File: src/rtl/cla_accumulator.sv
// Operand-stream accumulator wrapped around an external 16-bit carry-lookahead adder.
// Holds the adder operands steady for SETTLE_CYCLES, then folds the sum and carry into a wide running total.
module cla_accumulator #(
  parameter int ACC_W         = 32,
  parameter int SETTLE_CYCLES = 2
) (
  input  logic             clk,
  input  logic             rst,
  input  logic             in_valid,
  output logic             in_ready,
  input  logic [15:0]      in_data,
  input  logic             in_last,
  output logic             out_valid,
  input  logic             out_ready,
  output logic [ACC_W-1:0] out_sum,
  output logic [7:0]       out_count,
  output logic             out_ovf,
  output logic [15:0]      add_x,
  output logic [15:0]      add_y,
  input  logic [15:0]      add_s,
  input  logic             add_co
);

  // state  | meaning
  // IDLE   | waiting for an operand
  // SETTLE | operands held on the adder until its outputs are stable
  // DONE   | packet total presented downstream
  typedef enum logic [1:0] {IDLE, SETTLE, DONE} state_t;

  localparam int CW = (SETTLE_CYCLES > 1) ? $clog2(SETTLE_CYCLES) : 1;

  state_t            state, state_nxt;
  logic [CW-1:0]     settle_cnt;
  logic [15:0]       op_reg;
  logic              last_reg;
  logic [ACC_W-1:0]  acc;
  logic [7:0]        count;
  logic              ovf;
  logic              accept, sample, release_pkt;
  logic [ACC_W-17:0] acc_hi_nxt;

  assign accept      = (state == IDLE) && in_valid;
  assign sample      = (state == SETTLE) && (settle_cnt == '0);
  assign release_pkt = (state == DONE) && out_ready;

  // The adder has no carry-in, so the upper half is advanced by its carry-out alone.
  assign acc_hi_nxt = acc[ACC_W-1:16] + (ACC_W-16)'(add_co);

  always_ff @(posedge clk or posedge rst) begin
    if (rst) state <= IDLE;
    else     state <= state_nxt;
  end

  always_comb begin
    state_nxt = state;
    case (state)
      IDLE:    if (accept) state_nxt = SETTLE;
      SETTLE:  if (sample) state_nxt = last_reg ? DONE : IDLE;
      DONE:    if (out_ready) state_nxt = IDLE;
      default: state_nxt = IDLE;
    endcase
  end

  always_comb begin
    in_ready  = (state == IDLE);
    out_valid = (state == DONE);
  end

  always_ff @(posedge clk or posedge rst) begin
    if (rst) begin
      settle_cnt <= '0;
      op_reg     <= '0;
      last_reg   <= 1'b0;
      acc        <= '0;
      count      <= '0;
      ovf        <= 1'b0;
    end else begin
      if (accept) begin
        op_reg     <= in_data;
        last_reg   <= in_last;
        settle_cnt <= CW'(SETTLE_CYCLES - 1);
      end else if ((state == SETTLE) && (settle_cnt != '0)) begin
        settle_cnt <= settle_cnt - 1'b1;
      end

      if (sample) begin
        acc <= {acc_hi_nxt, add_s};
        if ((&acc[ACC_W-1:16]) && add_co) ovf <= 1'b1;
        if (count != 8'hFF) count <= count + 8'd1;
      end else if (release_pkt) begin
        acc   <= '0;
        count <= '0;
        ovf   <= 1'b0;
      end
    end
  end

  assign add_x     = op_reg;
  assign add_y     = acc[15:0];
  assign out_sum   = acc;
  assign out_count = count;
  assign out_ovf   = ovf;

endmodule

File: config.mk
export PLATFORM = sky130hd
export DESIGN_NAME = cla_accumulator
export DESIGN_NICKNAME = d
export VERILOG_FILES = /design/src/rtl/cla_accumulator.sv
export SDC_FILE = /design/constraint.sdc
export NUM_CORES = 1
export LEC_CHECK = 0
export CELL_PAD_IN_SITES_DETAIL_PLACEMENT = 1
export CELL_PAD_IN_SITES_GLOBAL_PLACEMENT = 1
export CORE_MARGIN = 2
export CORE_UTILIZATION = 47
export CTS_CLUSTER_SIZE = 20
export DETAILED_ROUTE_END_ITERATION = 7
export DONT_BUFFER_PORTS = 1
export MAX_ROUTING_LAYER = met4
export PLACE_DENSITY = 0.82
export SYNTH_ARGS = -nofsm -noshare
export SYNTH_HDL_FRONTEND = slang
export SYNTH_SLANG_ARGS = --single-unit
File: constraint.sdc
create_clock -name clk -period 2.9 [get_ports clk]
set_clock_uncertainty 0.15 [all_clocks]
set_input_delay 0.725 -clock clk [delete_from_list [all_inputs] [get_ports clk]]
set_output_delay 0.725 -clock clk [all_outputs]
set_load 0.03 [all_outputs]
==> impl_metrics.toml <==
[cts]
cts_root_buf = "clkbuf_8"
clockBufferDepth = 2
tritoncts = "done"
htreeDepth = 3
cts_num_sinks = 61
cts_buffers = 9
cts_post_setup_buffers_inserted = 0
cts_resized = 0
hold_buffers = 0
insertion_delay_ns = 0.34
path_clk_slew_ns = 0.07

[final_layout]
fillerInstances = 613
drive_gt1_share_pct = 19.6
most-common-layout-cells = "dfrtp_1 (61), nand3_1 (19), a22o_1 (19), nand2_1 (18), mux2_2 (17)"
final_nets = 266
final_common_cell = "dfrtp_1"
largest_reg_flops = 32
area_delta_synth_final_pct = 7.49
utilization_pct = 53.2

[synth]
ys_ff_latch = 61
synth_edf_count = 0
postSynthCellCount = 235
yosysUniqueCellTypes = 32
synth_nets = 276
synth_area_leaders = "dfrtp_1 (55%), mux2_2 (6.9%), a22o_1 (6.0%)"
post-synth-top-area-fraction_pct = 55.4
yosys.area.top_type = "dfrtp_1"
yosysWarnings = 0
avgSynthCellArea_sq_um = 11.7
netlist_area_sq_um = 2760
yosysSeqAreaShare_pct = 55.4
synth-async-reset-ratio_pct = 100
synth_flop_cell = "dfrtp_1"

[global_route]
gr-total-overflow = 0
grt_pass1_vias = 1929
grt_max_degree = 28
track_usage_pct = 20.0
grt_pass1_wl_mm = 9.51
antenna_found_initial = 1

[critical_path]
critical_path.most_common_cell = "o21ai_0"
worstPathRequired_ns = 3.01
endpoint_kind = "register"
worstPathCellList = "and2b_2 -> a21oi_2 -> o21ai_0 -> o21ai_0"
cpPeakStageDelay_ns = 0.77
crit_fanout = 21
cp.arrival_ns = 2.32
slowest_stage = "a21oi_2"
startpoint_type = "register"
crit_type = "reg2reg"

[route]
drcViolationCount = 0
first_iter_violations = 57
routed_wl_mm = 5.87
postRouteAntennaNets = 0
vias_per_cell = 6.01
post_drt_wl_per_cell_um = 19.4
drtPass1Iterations = 5
vias = 1822

[sta]
timing.hold.ws_ns = 0.186
timing.slew.headroom_pct = 34.1
drv_slew = 0
final.period_utilization_pct = 76.3
maxClockFrequency_mhz = 452
rsz0062_at_grt = "no"
tns_ns = 0
hold_viol = 0
worst_slew_pin_slew_ns = 0.989
period_minus_slack_ns = 2.21
finalSetupViolations = 0

[die]
die_h_um = 80.6
die_w_um = 80.6
core-area_sq_um = 5570
dieArea_sq_um = 6500
rows = 27
ios = 113
initial_core_util_pct = 49.5

[placed_design]
numPortBuffers = 0
gp_congestion = 0.753
hpwlAfterDp_mm = 4.09

[job]
cap_violations = 0

[pwr]
p_per_area_nw_per_um2 = 1290
leakage_uw = 0.00133
irDropWorstVdd_uv = 571

[min_path]
hold_path_class = "in2async"

[outcome]
status = "finished clean"
-- critical path, delay by kind of cell (launching register included) --
kind / cells / cell delay (ns)
DFF: 1 / 0.48
and+or+nand+nor: 1 / 0.34
AOI/OAI and AO/OA: 3 / 1.15
-- cells in the mapped netlist, types with 2 or more instances --
cell type,instances
dfrtp_1,61
a22o_1,19
nand3_1,19
nand2_1,18
buf_4,17
mux2_2,17
o21ai_0,12
mux2i_1,10
nand4_1,9
a21oi_1,7
nor2_1,7
clkbuf_1,6
and3_1,4
ha_1,3
o211ai_1,3
and4_1,2
buf_6,2
inv_1,2
nor3b_2,2
o31ai_1,2
xnor2_1,2
-- final timing paths --
kind / startpoint / end / slack [ns] / cells past startpoint
min: rst / add_x[9]$_DFFE_PP0P_ / 0.19 / 1
min reg2reg: last_reg$_DFFE_PP0P_ / last_reg$_DFFE_PP0P_ / 0.37 / 1
min in group clk: out_ready / state[1]$_DFFE_PP0P_ / 0.33 / 1
max: state[0]$_DFFE_PP0P_ / out_sum[22]$_DFFE_PP0P_ / 0.69 / 4
max in group asynchronous: rst / out_count[4]$_DFFE_PP0P_ / 1.73 / 2
max reg2reg: state[0]$_DFFE_PP0P_ / out_sum[22]$_DFFE_PP0P_ / 0.69 / 4
-- per-stage QoR --
stage | setup slack, ns | power (uW) | cell area (sq um) | cells
floorplan | 0.512 | 2910 | 2760 | 235
global placement | 0.828 | 2920 | 2720 | 286
detailed placement | 0.712 | 2970 | 2720 | 286
CTS | 0.696 | 3870 | 2960 | 302
global route | 0.503 | 4050 | 2960 | 303
finish | 0.687 | 3830 | 2960 | 303
-- power by group --
part	internal [uW]	switching (uW)
clock	576	321
sequential	1130	1050
combinational	370	383
total	2080	1750
-- cell families after synthesis --
logic type | count (synthesis) | synth area share, %
fa+ha+maj | 3 | 1.36
buf+inv | 28 | 6.71
mux | 27 | 10.6
simple gates | 68 | 13.2
xor+xnor | 3 | 0.953
compound gates | 45 | 11.8
flops | 61 | 55.4
-- metal layers --
layer | GRT usage [%] | share of wire, %
met2 | 30.2 | 48
met1 | 24.3 | 44
met3 | 8.31 | 7.2
met5 | - | 0
met4 | 6.78 | 1.1
-- final cells by class --
class                           instances  area [sq um]  area share, %
Multi-Input combinational cell        146          1060           35.6
Timing Repair Buffer                    5          37.5           1.27
Sequential cell                        61          1530           51.5
Tap cell                               72          90.1           3.04
Inverter                                2          7.51          0.253
Clock buffer                           13           179           6.04
Clock inverter                          3          65.1           2.20
Antenna cell                            1          2.50         0.0844
No activity file was read; power rests on OpenSTA's default activity.
